===== src/rtl/stack_cache_pkg.sv =====
// Shared types and helpers for the stack cache spill/fill controller.
package stack_cache_pkg;

  typedef enum logic [2:0] {
    ST_IDLE      = 3'd0,
    ST_SPILL     = 3'd1,
    ST_FILL_REQ  = 3'd2,
    ST_FILL_WAIT = 3'd3,
    ST_DONE      = 3'd4
  } state_e;

  function automatic int unsigned line_addr_bitwidth(input int unsigned linesize);
    return (linesize == 1) ? 1 : $clog2(linesize);
  endfunction

endpackage


===== src/rtl/stack_cache_line_word_counter.sv =====
// Word index within the line being transferred; wraps naturally past the last word.
module stack_cache_line_word_counter
  import stack_cache_pkg::*;
#(
  parameter int unsigned LINESIZE = 8,
  parameter int unsigned IW       = line_addr_bitwidth(LINESIZE)
) (
  input  logic          clk,
  input  logic          sync_rst,
  input  logic          clk_en,
  input  logic          clear_i,
  input  logic          increment_i,
  output logic [IW-1:0] index_o,
  output logic          is_last_o
);

  logic [IW-1:0] index_q;

  always_ff @(posedge clk) begin
    if (sync_rst) begin
      index_q <= '0;
    end else if (clk_en) begin
      if (clear_i) begin
        index_q <= '0;
      end else if (increment_i) begin
        index_q <= index_q + IW'(1);
      end
    end
  end

  assign index_o   = index_q;
  assign is_last_o = (index_q == IW'(LINESIZE - 1));

endmodule


===== src/rtl/stack_cache_spill_fill_controller.sv =====
// Sequences whole-line spills (cache -> memory) and fills (memory -> cache)
// and stalls the stack pipeline while a transfer is in flight.
module stack_cache_spill_fill_controller
  import stack_cache_pkg::*;
#(
  parameter int unsigned LINESIZE         = 8,
  parameter int unsigned DATABITWIDTH     = 32,
  parameter int unsigned ADDRESS_BITWIDTH = 32,
  localparam int unsigned IW              = line_addr_bitwidth(LINESIZE)
) (
  input  logic                        clk,
  input  logic                        sync_rst,
  input  logic                        clk_en,
  input  logic                        SpillRequest,
  input  logic                        FillRequest,
  input  logic [ADDRESS_BITWIDTH-1:0] LineAddress,
  output logic                        StallOut,
  output logic                        Busy,
  output logic [IW-1:0]               CacheWordIndex,
  output logic                        CacheReadEn,
  input  logic [DATABITWIDTH-1:0]     CacheReadData,
  output logic                        CacheWriteEn,
  output logic [DATABITWIDTH-1:0]     CacheWriteData,
  output logic                        MemReqValid,
  input  logic                        MemReqReady,
  output logic                        MemReqWrite,
  output logic [ADDRESS_BITWIDTH-1:0] MemReqAddr,
  output logic [DATABITWIDTH-1:0]     MemReqData,
  input  logic                        MemRespValid,
  input  logic [DATABITWIDTH-1:0]     MemRespData,
  output logic                        SpillDonePulse,
  output logic                        FillDonePulse
);

  state_e                      state_q, state_d;
  logic [ADDRESS_BITWIDTH-1:0] base_q, base_d;
  logic                        is_spill_q, is_spill_d;
  logic                        cnt_clear, cnt_inc, cnt_last;
  logic [IW-1:0]               word_index;

  stack_cache_line_word_counter #(
    .LINESIZE (LINESIZE),
    .IW       (IW)
  ) u_word_counter (
    .clk         (clk),
    .sync_rst    (sync_rst),
    .clk_en      (clk_en),
    .clear_i     (cnt_clear),
    .increment_i (cnt_inc),
    .index_o     (word_index),
    .is_last_o   (cnt_last)
  );

  always_ff @(posedge clk) begin
    if (sync_rst) begin
      state_q    <= ST_IDLE;
      base_q     <= '0;
      is_spill_q <= 1'b0;
    end else if (clk_en) begin
      state_q    <= state_d;
      base_q     <= base_d;
      is_spill_q <= is_spill_d;
    end
  end

  // Next-state logic; the counter only moves on accepted words.
  always_comb begin
    state_d    = state_q;
    base_d     = base_q;
    is_spill_d = is_spill_q;
    cnt_clear  = 1'b0;
    cnt_inc    = 1'b0;
    case (state_q)
      ST_IDLE: begin
        cnt_clear = 1'b1;
        if (SpillRequest) begin
          state_d    = ST_SPILL;
          base_d     = LineAddress & ~ADDRESS_BITWIDTH'(LINESIZE - 1);
          is_spill_d = 1'b1;
        end else if (FillRequest) begin
          state_d    = ST_FILL_REQ;
          base_d     = LineAddress & ~ADDRESS_BITWIDTH'(LINESIZE - 1);
          is_spill_d = 1'b0;
        end
      end
      ST_SPILL: begin
        if (MemReqReady) begin
          cnt_inc = 1'b1;
          if (cnt_last) begin
            state_d = ST_DONE;
          end
        end
      end
      ST_FILL_REQ: begin
        if (MemReqReady) begin
          state_d = ST_FILL_WAIT;
        end
      end
      ST_FILL_WAIT: begin
        if (MemRespValid) begin
          cnt_inc = 1'b1;
          state_d = cnt_last ? ST_DONE : ST_FILL_REQ;
        end
      end
      ST_DONE: state_d = ST_IDLE;
      default: state_d = ST_IDLE;
    endcase
  end

  // Output decode straight from the state register.
  always_comb begin
    MemReqValid    = 1'b0;
    MemReqWrite    = 1'b0;
    MemReqData     = '0;
    CacheReadEn    = 1'b0;
    CacheWriteEn   = 1'b0;
    CacheWriteData = '0;
    SpillDonePulse = 1'b0;
    FillDonePulse  = 1'b0;
    case (state_q)
      ST_SPILL: begin
        MemReqValid = 1'b1;
        MemReqWrite = 1'b1;
        CacheReadEn = 1'b1;
        MemReqData  = CacheReadData;
      end
      ST_FILL_REQ: MemReqValid = 1'b1;
      ST_FILL_WAIT: begin
        if (MemRespValid && clk_en) begin
          CacheWriteEn   = 1'b1;
          CacheWriteData = MemRespData;
        end
      end
      ST_DONE: begin
        SpillDonePulse = is_spill_q;
        FillDonePulse  = ~is_spill_q;
      end
      default: ;
    endcase
  end

  assign MemReqAddr     = base_q + ADDRESS_BITWIDTH'(word_index);
  assign CacheWordIndex = word_index;
  assign Busy           = (state_q != ST_IDLE);
  assign StallOut       = Busy || SpillRequest || FillRequest;

endmodule


===== config.mk =====
export PLATFORM = sky130hd
export DESIGN_NAME = stack_cache_spill_fill_controller
export DESIGN_NICKNAME = d
export VERILOG_FILES = /design/src/rtl/stack_cache_pkg.sv /design/src/rtl/stack_cache_line_word_counter.sv /design/src/rtl/stack_cache_spill_fill_controller.sv
export SDC_FILE = /design/constraint.sdc
export NUM_CORES = 1
export LEC_CHECK = 0
export CORE_MARGIN = 2
export CORE_UTILIZATION = 26
export CTS_BUF_LIST = sky130_fd_sc_hd__clkbuf_4 sky130_fd_sc_hd__clkbuf_8 sky130_fd_sc_hd__clkbuf_16
export DETAILED_ROUTE_END_ITERATION = 10
export GPL_ROUTABILITY_DRIVEN = 0
export GPL_TIMING_DRIVEN = 0
export PLACE_DENSITY = 0.77
export SETUP_SLACK_MARGIN = 0.4
export SYNTH_ARGS = -nofsm -noshare
export SYNTH_HDL_FRONTEND = slang
export SYNTH_HIERARCHICAL = 1
export SYNTH_SLANG_ARGS = --single-unit

===== constraint.sdc =====
create_clock -name clk -period 1.48 [get_ports clk]
set_input_delay 0.148 -clock clk [delete_from_list [all_inputs] [get_ports clk]]
set_output_delay 0.148 -clock clk [all_outputs]
set_load 0.05 [all_outputs]

# Yosys cells after proc, flatten, opt, wreduce, memory -nomap -nowiden
# Cells that the tools add are included.
[word_totals]
register_bits = 39
wordCells = 55
output_inout_bits = 107
in_bits = 103
[classes]
eq_ne = 10
reduce_logical = 11
n_mux = 27
n_addsub = 2
n_bitwise = 1
[op_table]
columns = ["operator", "n"]
rows = [
  ["$mux W32", 5],
  ["$add A32 B3 Y32", 1],
  ["$mux W3", 9],
  ["$pmux W3 S4", 1],
  ["$mux W1", 11],
  ["$ne A2 B2 Y1 const B", 4],
  ["$eq A3 B2 Y1 const B", 2],
  ["$eq A3 B3 Y1 const B", 2],
  ["$reduce_and A6 Y1", 1],
  ["$reduce_bool A2 Y1", 2],
  ["$add A3 B1 Y3 const B", 1],
  ["$eq A3 B1 Y1 const B", 1],
  ["$logic_not A3 Y1", 1],
  ["$ne A3 B3 Y1 const B", 1],
  ["$reduce_and A3 Y1", 1],
  ["$reduce_bool A3 Y1", 1],
  ["$logic_or A1 B1 Y1", 2],
  ["$pmux W1 S2", 1],
  ["$reduce_and A2 Y1", 1],
  ["$reduce_or A2 Y1", 1],
  ["$logic_and A1 B1 Y1", 1],
  ["$not A1 Y1", 1],
]

# Logic depth before layout (Yosys ltp)
# Gate-level depths: netlist of the first run.
[logic_depth]
word_depth = 4
ltp_mapped = 7
depth_no_buf = 6

# Modules after synthesis
# The synthesis of the first run kept the hierarchy.
[by_module_without_submodules]
columns = ["module", "cells_each", "seq_area_each_um2", "n_inst", "area_per_inst_um2"]
rows = [
  ["stack_cache_spill_fill_controller", 251, 660.6, 1, 1849.3],
  ["stack_cache_line_word_counter", 16, 60.1, 1, 156.4],
]

# Least setup slack after synthesis of the first run
# OpenSTA, ideal clock, no wires.
[synth_timing]
kind = "register to register"
start = "register u_word_counter.index_q[0] (netlist: u_word_counter/index_o[0])"
end = "register state_q[1]"
setup_ns = 0.079
required_ns = 1.401
arrival_time_ns = 1.821
path_buffers = 0
slack_ns = -0.420
stages_incl_launch_ff = 6
synth_period_minus_slack_ns = 1.900
cell_sequence = "dfxtp_1 > ha_1 > ha_1 > a32o_2 > or4_4 > o221ai_2"
[synth_between]
elab_chain_cells = 4
elab_cells_between_ends = 6
cone_classes = "2 x eq/ne; 3 x mux; 1 x reduce/logical"
[synth_rtl]
columns = ["element", "line", "rtl"]
rows = [
  ["from (decl)", "stack_cache_line_word_counter.sv:17", "logic [IW-1:0] index_q;"],
  ["from (signal assigned)", "stack_cache_line_word_counter.sv:26", "index_q <= index_q + IW'(1);"],
  ["$eq A3 B3 Y1 *", "stack_cache_line_word_counter.sv:32", "assign is_last_o = (index_q == IW'(LINESIZE - 1));"],
  ["named net cnt_last", "stack_cache_spill_fill_controller.sv:38", "logic cnt_clear, cnt_inc, cnt_last;"],
  ["$mux W3", "stack_cache_spill_fill_controller.sv:102", "state_d = cnt_last ? ST_DONE : ST_FILL_REQ;"],
  ["$mux W3", "stack_cache_spill_fill_controller.sv:100", "if (MemRespValid) begin"],
  ["$pmux W3 S4", "stack_cache_spill_fill_controller.sv:73", "case (state_q)"],
  ["to (signal assigned)", "stack_cache_spill_fill_controller.sv:60", "state_q <= state_d;"],
  ["to (decl)", "stack_cache_spill_fill_controller.sv:35", "state_e state_q, state_d;"],
]
# The timed path passes the listed nets; every way through them passes the cells marked *. The select of a mux whose other input is x is not followed.
# A chain may end at the register's enable or synchronous reset.

# Worst setup path in the final report of the first run
[layout_timing]
start = "register state_q[2]"
end = "output CacheWriteData[22]"
[layout_between]
elab_chain_cells = 2
[layout_rtl]
columns = ["element", "line", "rtl"]
rows = [
  ["$eq A3 B2 Y1", "stack_cache_spill_fill_controller.sv:120", "case (state_q)"],
  ["$mux W32", "stack_cache_spill_fill_controller.sv:120", ""],
  ["to (decl)", "stack_cache_spill_fill_controller.sv:23", "output logic [DATABITWIDTH-1:0] CacheWriteData,"],
]
# Every way passes these cells.

==> key figures, run 1 <==
Detailed routing
  • Met3 wire length: about 780 um
  • 1st-iter DRT viols: slightly below 90
  • Final wirelength: between 9 and 10 mm
  • Via count: ~2,800
  • WL met1: 3.85 mm
  • DRC errors left: 0
  • Wire per inst: about 16 um
  • Met2 wire length: approximately 5.2 mm
  • ANT nets after route: 0
  • Routed vias/inst: ~4.5
  • Top layer in use: met4
  • DRT Pass-1 Iters: 4

Clock network
  • Root Driver: clkbuf_8
  • Num CTS Buffers: 5
  • CTS HTree Levels: 2
  • Worst-skew pair later-pin latency: 0.29 ns
  • Max Root-Sink Buffers: 2
  • Clock slew at reported path FFs: ~0.080 ns
  • Clock sink count: 36
  • CTS tree: yes

Synth
  • Synth top area share: a little over a third
  • Netlist cell types: 39
  • Sequential area share after synthesis: between 30 and 40%
  • Area contributors post-synth: dfxtp_1 36%, and2_1 20%, nand2_1 12%, a21oi_1 8.0%, buf_2 2.0%
  • Synth area leader: dfxtp_1
  • Synthesis Warnings: 6
  • Post-Syn Nets: roughly 370
  • Syn Area/Cell: about 7.5 um2
  • Dominant synthesized flop cell: dfxtp_1
  • Synth Cell Area: around 0.0020 mm2
  • Post-Syn Instances: between 200 and 300
  • Ys async rst share: 0%
  • Synth Register Bits: 36
  • Post-synth EDFFs: 0

Layout
  • Post-route design area: approximately 0.0054 mm2
  • Final #Nets: slightly above 600
  • Synth-to-layout area growth: 168%
  • Final non-filler cell total: between 600 and 700
  • Share of layout cells above drive strength 1: just over 50%
  • FILL cells: about 580
  • # diodes: 0

GRT
  • Global route overflow: 0
  • Vias in the first global route: 2,852
  • Largest net degree at the start of global routing: 12
  • Antenna violations before repair: 0
  • First-pass GRT wire length: around 15 mm
  • Overall routing resource usage: about 22%

Place
  • PortBufs: 206
  • Placed cells: about 580
  • Placed Area: between 0.004 and 0.005 mm2
  • Dpl hpwl: a little under 7 mm

Timing
  • Slew @ Worst Pin: 0.482 ns
  • Final period utilization: 122%
  • Final setup vio count: 101
  • Slew Limit Fails: 0
  • Max Clk Rate: approximately 550 MHz
  • Crit path time final: around 1.8 ns
  • Layout Skew: between 0.009 and 0.01 ns
  • Unrepaired setup endpoints after global routing: yes
  • Relative max-transition margin: approximately two thirds
  • Hold Vio Cnt, Final: 0
  • Fin Hold WS: 0.405 ns
  • Worst setup margin: -0.329 ns

Hold path
  • HP Class: in2reg

Floorplanning
  • Ports: 210
  • DIE AREA: about 0.0084 mm2
  • CORE AREA: 0.00761 mm2
  • Initial Utilization: around a quarter
  • Horiz. Die Dim: a little over 90 um
  • FP Rows: 32
  • Die Height: 91.8 um

Power and ir drop
  • Leak: ~2.3 nW
  • Maximum vdd ir drop: slightly above 0.0008 V
  • Pwr dens: between 1000 and 1500 mW/mm2
  • Pwr Total: around 5.8 mW

Worst setup path
  • Required time worst endpoint: roughly 1.3 ns
  • CP max FO: 10
  • Crit Path Class: reg2out
  • Crit end category: output port
  • WP data arrival: roughly 1.7 ns
  • Startpoint types: register

Run status
  • Failing checks: negative setup slack
  • Outcome: finished, violations left

Flow run
  • Max-cap violations: 0
[cell usage after synthesis, types with 2 or more instances]
cell type and n:
and2_1 64, nand2_1 62, dfxtp_1 36, a21oi_1 32, buf_2 8, clkbuf_1 7, nor2_1 6, buf_4 5
inv_1 5, nand2b_1 5, and3_1 3, a211oi_1 2, buf_6 2, ha_1 2, nand3_1 2, o32ai_1 2
or2_1 2
[stage by stage]
step	worst slack, ns	setup TNS [ns]	utilization, %
after detailed placement	-1.15	-69.07	59.5
after global placement	-1.12	-66.54	59.5
after CTS	-0.324	-18.52	68.9
after floorplan	-0.0697	-0.123	-
after global routing	-0.387	-28.62	70.8
final	-0.329	-22.00	70.8
[final timing paths]
| kind | from | to | slack [ns] | cells after the start |
|---|---|---|---|---|
| min reg2reg | base_q[5] | base_q[5] | 0.45 | 2 |
| max | state_q[2] | CacheWriteData[22] | -0.33 | 6 |
| max reg2reg | state_q[2] | base_q[24] | -0.16 | 9 |
| min | LineAddress[7] | base_q[7] | 0.41 | 3 |
[critical path, cell delays in order (launching register included)]
cell and delay (ns):
dfxtp_2 0.32, buf_6 0.12, nand2b_4 0.13, and2b_4 0.38, buf_12 0.16, and2_4 0.14
buf_8 0.14
[kinds of logic (layout without fill, tap and decap cells)]
kind of cell / after synthesis / after routing / share of synthesized area, %
xor gates and xnor gates: 1 / 1 / 0.437
and+or+nand+nor: 154 / 154 / 41.0
buffers and inverters: 28 / 278 / 7.42
adders and majority gates: 2 / 2 / 1.25
AOI/OAI and AO/OA: 46 / 46 / 14.0
DFF: 36 / 36 / 35.9
[cell usage in the layout, fill, tap and decap left out, drive strengths merged]
master         count
a32oi              1
o211ai             1
a21oi             32
nand3b             1
nor3b              2
clkinvlp           1
a32o               1
or4                1
nand2             62
inv                4
o22ai              1
nand3              2
o32ai              2
o221ai             1
xnor2              1
and3               3
dlygate4sd2        1
nor3               2
o21a               1
a211oi             2
clkdlybuf4s50     98
nor2               6
buf              152
o21bai             1
clkinv             1
o21ai              1
ha                 2
nand2b             5
a21o               1
dfxtp             36
or2                3
o221a              1
and2b              1
nor2b              2
and2              64
clkbuf            21
[registers in the layout (all words and copies together) (netlist names)]
name and flops:
base_q 29, is_spill_q 1, state_q 3, u_word_counter/index_o 3
[where the power goes]
part           switching, mW  internal, mW  total (mW)
combinational           2.07          1.89        3.96
sequential            0.0687          1.08        1.15
clock                  0.350         0.373       0.723
total                   2.49          3.34        5.84
[layout make-up]
type                       count  area [um2]  area share (%)
inverter                       5        22.5           0.418
sequential                    36         741            13.8
clock buffer                   7        83.8            1.56
buffer                        23         258            4.79
multi-input combinational    203        1410            26.1
timing repair buffer         242        2740            50.8
tap                          102         128            2.37
clock inverter                 1        8.76           0.163
[layer usage]
metal  track usage (%)  vias to the layer above
li1                  -                     1352
met1              25.7                     1314
met2              41.9                      123
met3              5.83                       10
met4              4.48                        0
met5                 0                        -
[timing repair]
action | in CTS | in global routing
hold buffers | 0 | 0
setup endpoints to repair | 143 | 119
setup buffers | 24 | 6
hold endpoints to repair | 0 | 0
gates cloned | 4 | 2
pin swaps | 21 | 7
resized for setup | 799 | 23
Note: power is estimated with default switching activity, not from simulation.
==> inputs of run 2 (changes only) <==
--- a/config.mk
+++ b/config.mk
@@ -13,6 +13,7 @@
 export GPL_TIMING_DRIVEN = 0
 export PLACE_DENSITY = 0.77
 export SETUP_SLACK_MARGIN = 0.4
+export SLEW_MARGIN = 20
 export SYNTH_ARGS = -nofsm -noshare
 export SYNTH_HDL_FRONTEND = slang
 export SYNTH_HIERARCHICAL = 1
==> results of run 2 <==
The final DEF is identical to that of run 1; final timing and power are the same.
==> inputs of run 3 (changes only) <==
--- a/config.mk
+++ b/config.mk
@@ -11,10 +11,9 @@
 export DETAILED_ROUTE_END_ITERATION = 10
 export GPL_ROUTABILITY_DRIVEN = 0
 export GPL_TIMING_DRIVEN = 0
-export PLACE_DENSITY = 0.77
+export PLACE_DENSITY = 0.78
 export SETUP_SLACK_MARGIN = 0.4
 export SLEW_MARGIN = 20
 export SYNTH_ARGS = -nofsm -noshare
 export SYNTH_HDL_FRONTEND = slang
-export SYNTH_HIERARCHICAL = 1
 export SYNTH_SLANG_ARGS = --single-unit
==> run 3 against run 2 <==
Net effect: the run still ends with negative setup slack left; first-iteration DRC count decreased by 11%; flip-flop and latch count unchanged; combinational power decreased by 39%; critical path depth increased by 1; clock skew decreased by 0.0019 ns; sequential share of layout area decreased by 0.66 points; hold slack got worse by 0.10 ns; cell area increased by 5.0%; synthesized cell count increased by 1.5%; sequential power decreased by 4%; critical path type unchanged; largest cell class unchanged.
==> key figures, run 3 <==
Run status
  • Outcome: finished, violations left
  • Failing checks: negative setup slack

Floorplanning
  • FP Rows: 31
  • Ports: 210
  • Initial Utilization: between 20 and 30%
  • DIE AREA: around 0.0083 mm2
  • CORE AREA: between 0.007 and 0.008 mm2
  • Horiz. Die Dim: about 90 um
  • Die Height: a little over 90 um

Flow run
  • Max-cap violations: 0

Timing
  • Slew Limit Fails: 0
  • Final period utilization: 124%
  • Max Clk Rate: about 540 MHz
  • Final setup vio count: roughly 100
  • Layout Skew: 0.00758 ns
  • Slew @ Worst Pin: around 0.73 ns
  • Crit path time final: 1.84 ns
  • Unrepaired setup endpoints after global routing: yes
  • TNS Setup: -25.93 ns
  • Worst setup margin: -0.358 ns
  • Hold Vio Cnt, Final: 0
  • Relative max-transition margin: about 50%

Synth
  • Synth Cell Area: approximately 0.0020 mm2
  • Dominant synthesized flop cell: dfxtp_1
  • Post-Syn Instances: approximately 270
  • Post-Syn Nets: 376
  • Post-synth EDFFs: 0
  • Ys async rst share: 0%
  • Synth Register Bits: 36
  • Sequential area share after synthesis: between 30 and 40%
  • Most frequent cells after synthesis: 64 x and2_1, 64 x nand2_1, 36 x dfxtp_1
  • Synth area leader: dfxtp_1
  • Synthesis Warnings: 0
  • Synth top area share: between 30% and 40%
  • Netlist cell types: 34
  • Syn Area/Cell: 7.32 um2
  • Area contributors post-synth: dfxtp_1 36%, and2_1 20%, nand2_1 12%, a21oi_1 8.8%, buf_4 2.6%

Layout
  • Commonest non-fill, non-tap cell in the layout: clkdlybuf4s50_1
  • Share of layout cells above drive strength 1: about 60%
  • Layout Utilization: 77.2%
  • FILL cells: around 450
  • # diodes: 0
  • Max reg flops: 29
  • Final #Nets: 636
  • Most flops, register: base_q
  • Highest-count cells in the layout ignoring fill and taps: 97 x clkdlybuf4s50_1, 83 x buf_8, 64 x and2_4, 40 x nand2_1, 32 x buf_6
  • Synth-to-layout area growth: 185%

Detailed routing
  • Wire per inst: ~18 um
  • Final wirelength: around 11 mm
  • Routed vias/inst: 4.63
  • Via count: 2,923
  • ANT nets after route: 0
  • DRC errors left: 0
  • DRT Pass-1 Iters: 4
  • 1st-iter DRT viols: a little under 80

Place
  • Place WS: -0.884 ns
  • PortBufs: ~200
  • Dpl hpwl: between 6 and 7 mm

Power and ir drop
  • Seq pwr share: 25.9%
  • Leak: ~2.4 nW
  • Sw Share: roughly two fifths
  • Psw: ~1.7 mW
  • Power Internal: 2.57 mW
  • Pwr dens: approximately 750 mW/mm2
  • Maximum vdd ir drop: slightly above 0.0007 V
  • Clk pwr share: 17.4%
  • Combinational power share: between 50% and 60%

Clock network
  • Root Driver: clkbuf_8
  • Num CTS Buffers: 5
  • Worst-skew pair later-pin latency: 0.29 ns
  • CTS HTree Levels: 2
  • Clock sink count: 36
  • Clock slew at reported path FFs: about 0.08 ns
  • Max Root-Sink Buffers: 2
  • CTS tree: yes

GRT
  • Antenna violations before repair: 0
  • Overall routing resource usage: roughly a quarter
  • Largest net degree at the start of global routing: 12
  • First-pass GRT wire length: between 15 and 20 mm
  • Vias in the first global route: between 2,000 and 3,000
  • Global route overflow: 0

Worst setup path
  • Startpoint types: register
  • Required time worst endpoint: 1.33 ns
  • Crit Path Class: reg2out
  • Crit end category: output port
  • CP max FO: 5
  • WP data arrival: 1.69 ns

Hold path
  • HP Class: in2reg
==> run 3: cell families (layout without fill, tap and decap cells) <==
logic type,Yosys count,after routing,synth area share [%]
flops,36,36,36.3
buf+inv,27,288,7.89
xor+xnor,1,1,0.442
fa+ha+maj,2,2,1.26
simple gates,158,158,40.8
compound gates,47,47,13.3
==> run 3: power by group through the flow <==
stage                     Clock (mW)  Combinational (mW)  Sequential (mW)
after CTS                      0.751                2.17             1.09
after floorplan                    0               0.867             1.37
after detailed placement           0                1.78             1.13
after global routing           0.783                2.49             1.11
final                          0.737                2.40             1.10
after global placement             0                1.76             1.12
==> run 3: cell type report <==
| class | count | area [um2] | share of cell area [%] |
|---|---|---|---|
| Clock buffer | 6 | 82.6 | 1.46 |
| Timing Repair Buffer | 253 | 2820 | 49.9 |
| Clock inverter | 2 | 10.0 | 0.177 |
| Tap cell | 99 | 124 | 2.19 |
| Buffer | 24 | 298 | 5.26 |
| Inverter | 3 | 16.3 | 0.288 |
| Multi-Input combinational cell | 208 | 1560 | 27.6 |
| Sequential cell | 36 | 741 | 13.1 |
==> run 3: worst paths after layout <==
check	start	end	slack (ns)	cells past startpoint
min	clk_en	state_q[1]	0.30	2
max reg2reg	state_q[2]	base_q[30]	-0.16	9
max	state_q[1]	MemReqData[15]	-0.36	7
min reg2reg	base_q[15]	base_q[15]	0.45	2
==> run 3: layer usage <==
| layer | wire [um] | vias up | global-route usage, % |
|---|---|---|---|
| met5 | 0 | - | 0 |
| met4 | 381 | 0 | 9.09 |
| met3 | 763 | 27 | 5.81 |
| met2 | 6010 | 147 | 45.6 |
| met1 | 3940 | 1366 | 23.7 |
| li1 | - | 1383 | - |
==> run 3: through the flow <==
step	total power [mW]	area, um2	instances	hold WS (ns)
6_report	4.23	5660	631	0.302
5_1_grt	4.38	5660	631	0.316
4_1_cts	4.02	5300	618	0.277
3_5_place_dp	2.91	4500	574	0.447
3_3_place_gp	2.89	4500	574	0.440
2_1_floorplan	2.24	2330	271	0.284
==> run 3: worst max-delay path: stages, from the launching register on <==
cell and delay [ns]:
dfxtp_4 0.35, buf_8 0.12, buf_12 0.12, nor3_4 0.17, buf_6 0.18, clkbuf_8 0.15
and2_4 0.15, buf_8 0.14
==> run 3: repair_timing <==
item | in CTS | in global routing
setup endpoints to repair | 143 | 116
hold buffers | 0 | 0
resized for setup | 806 | 74
pin swaps | 11 | 20
endpoints found under the hold margin | 0 | 0
cloned | 10 | 0
setup buffers | 26 | 13
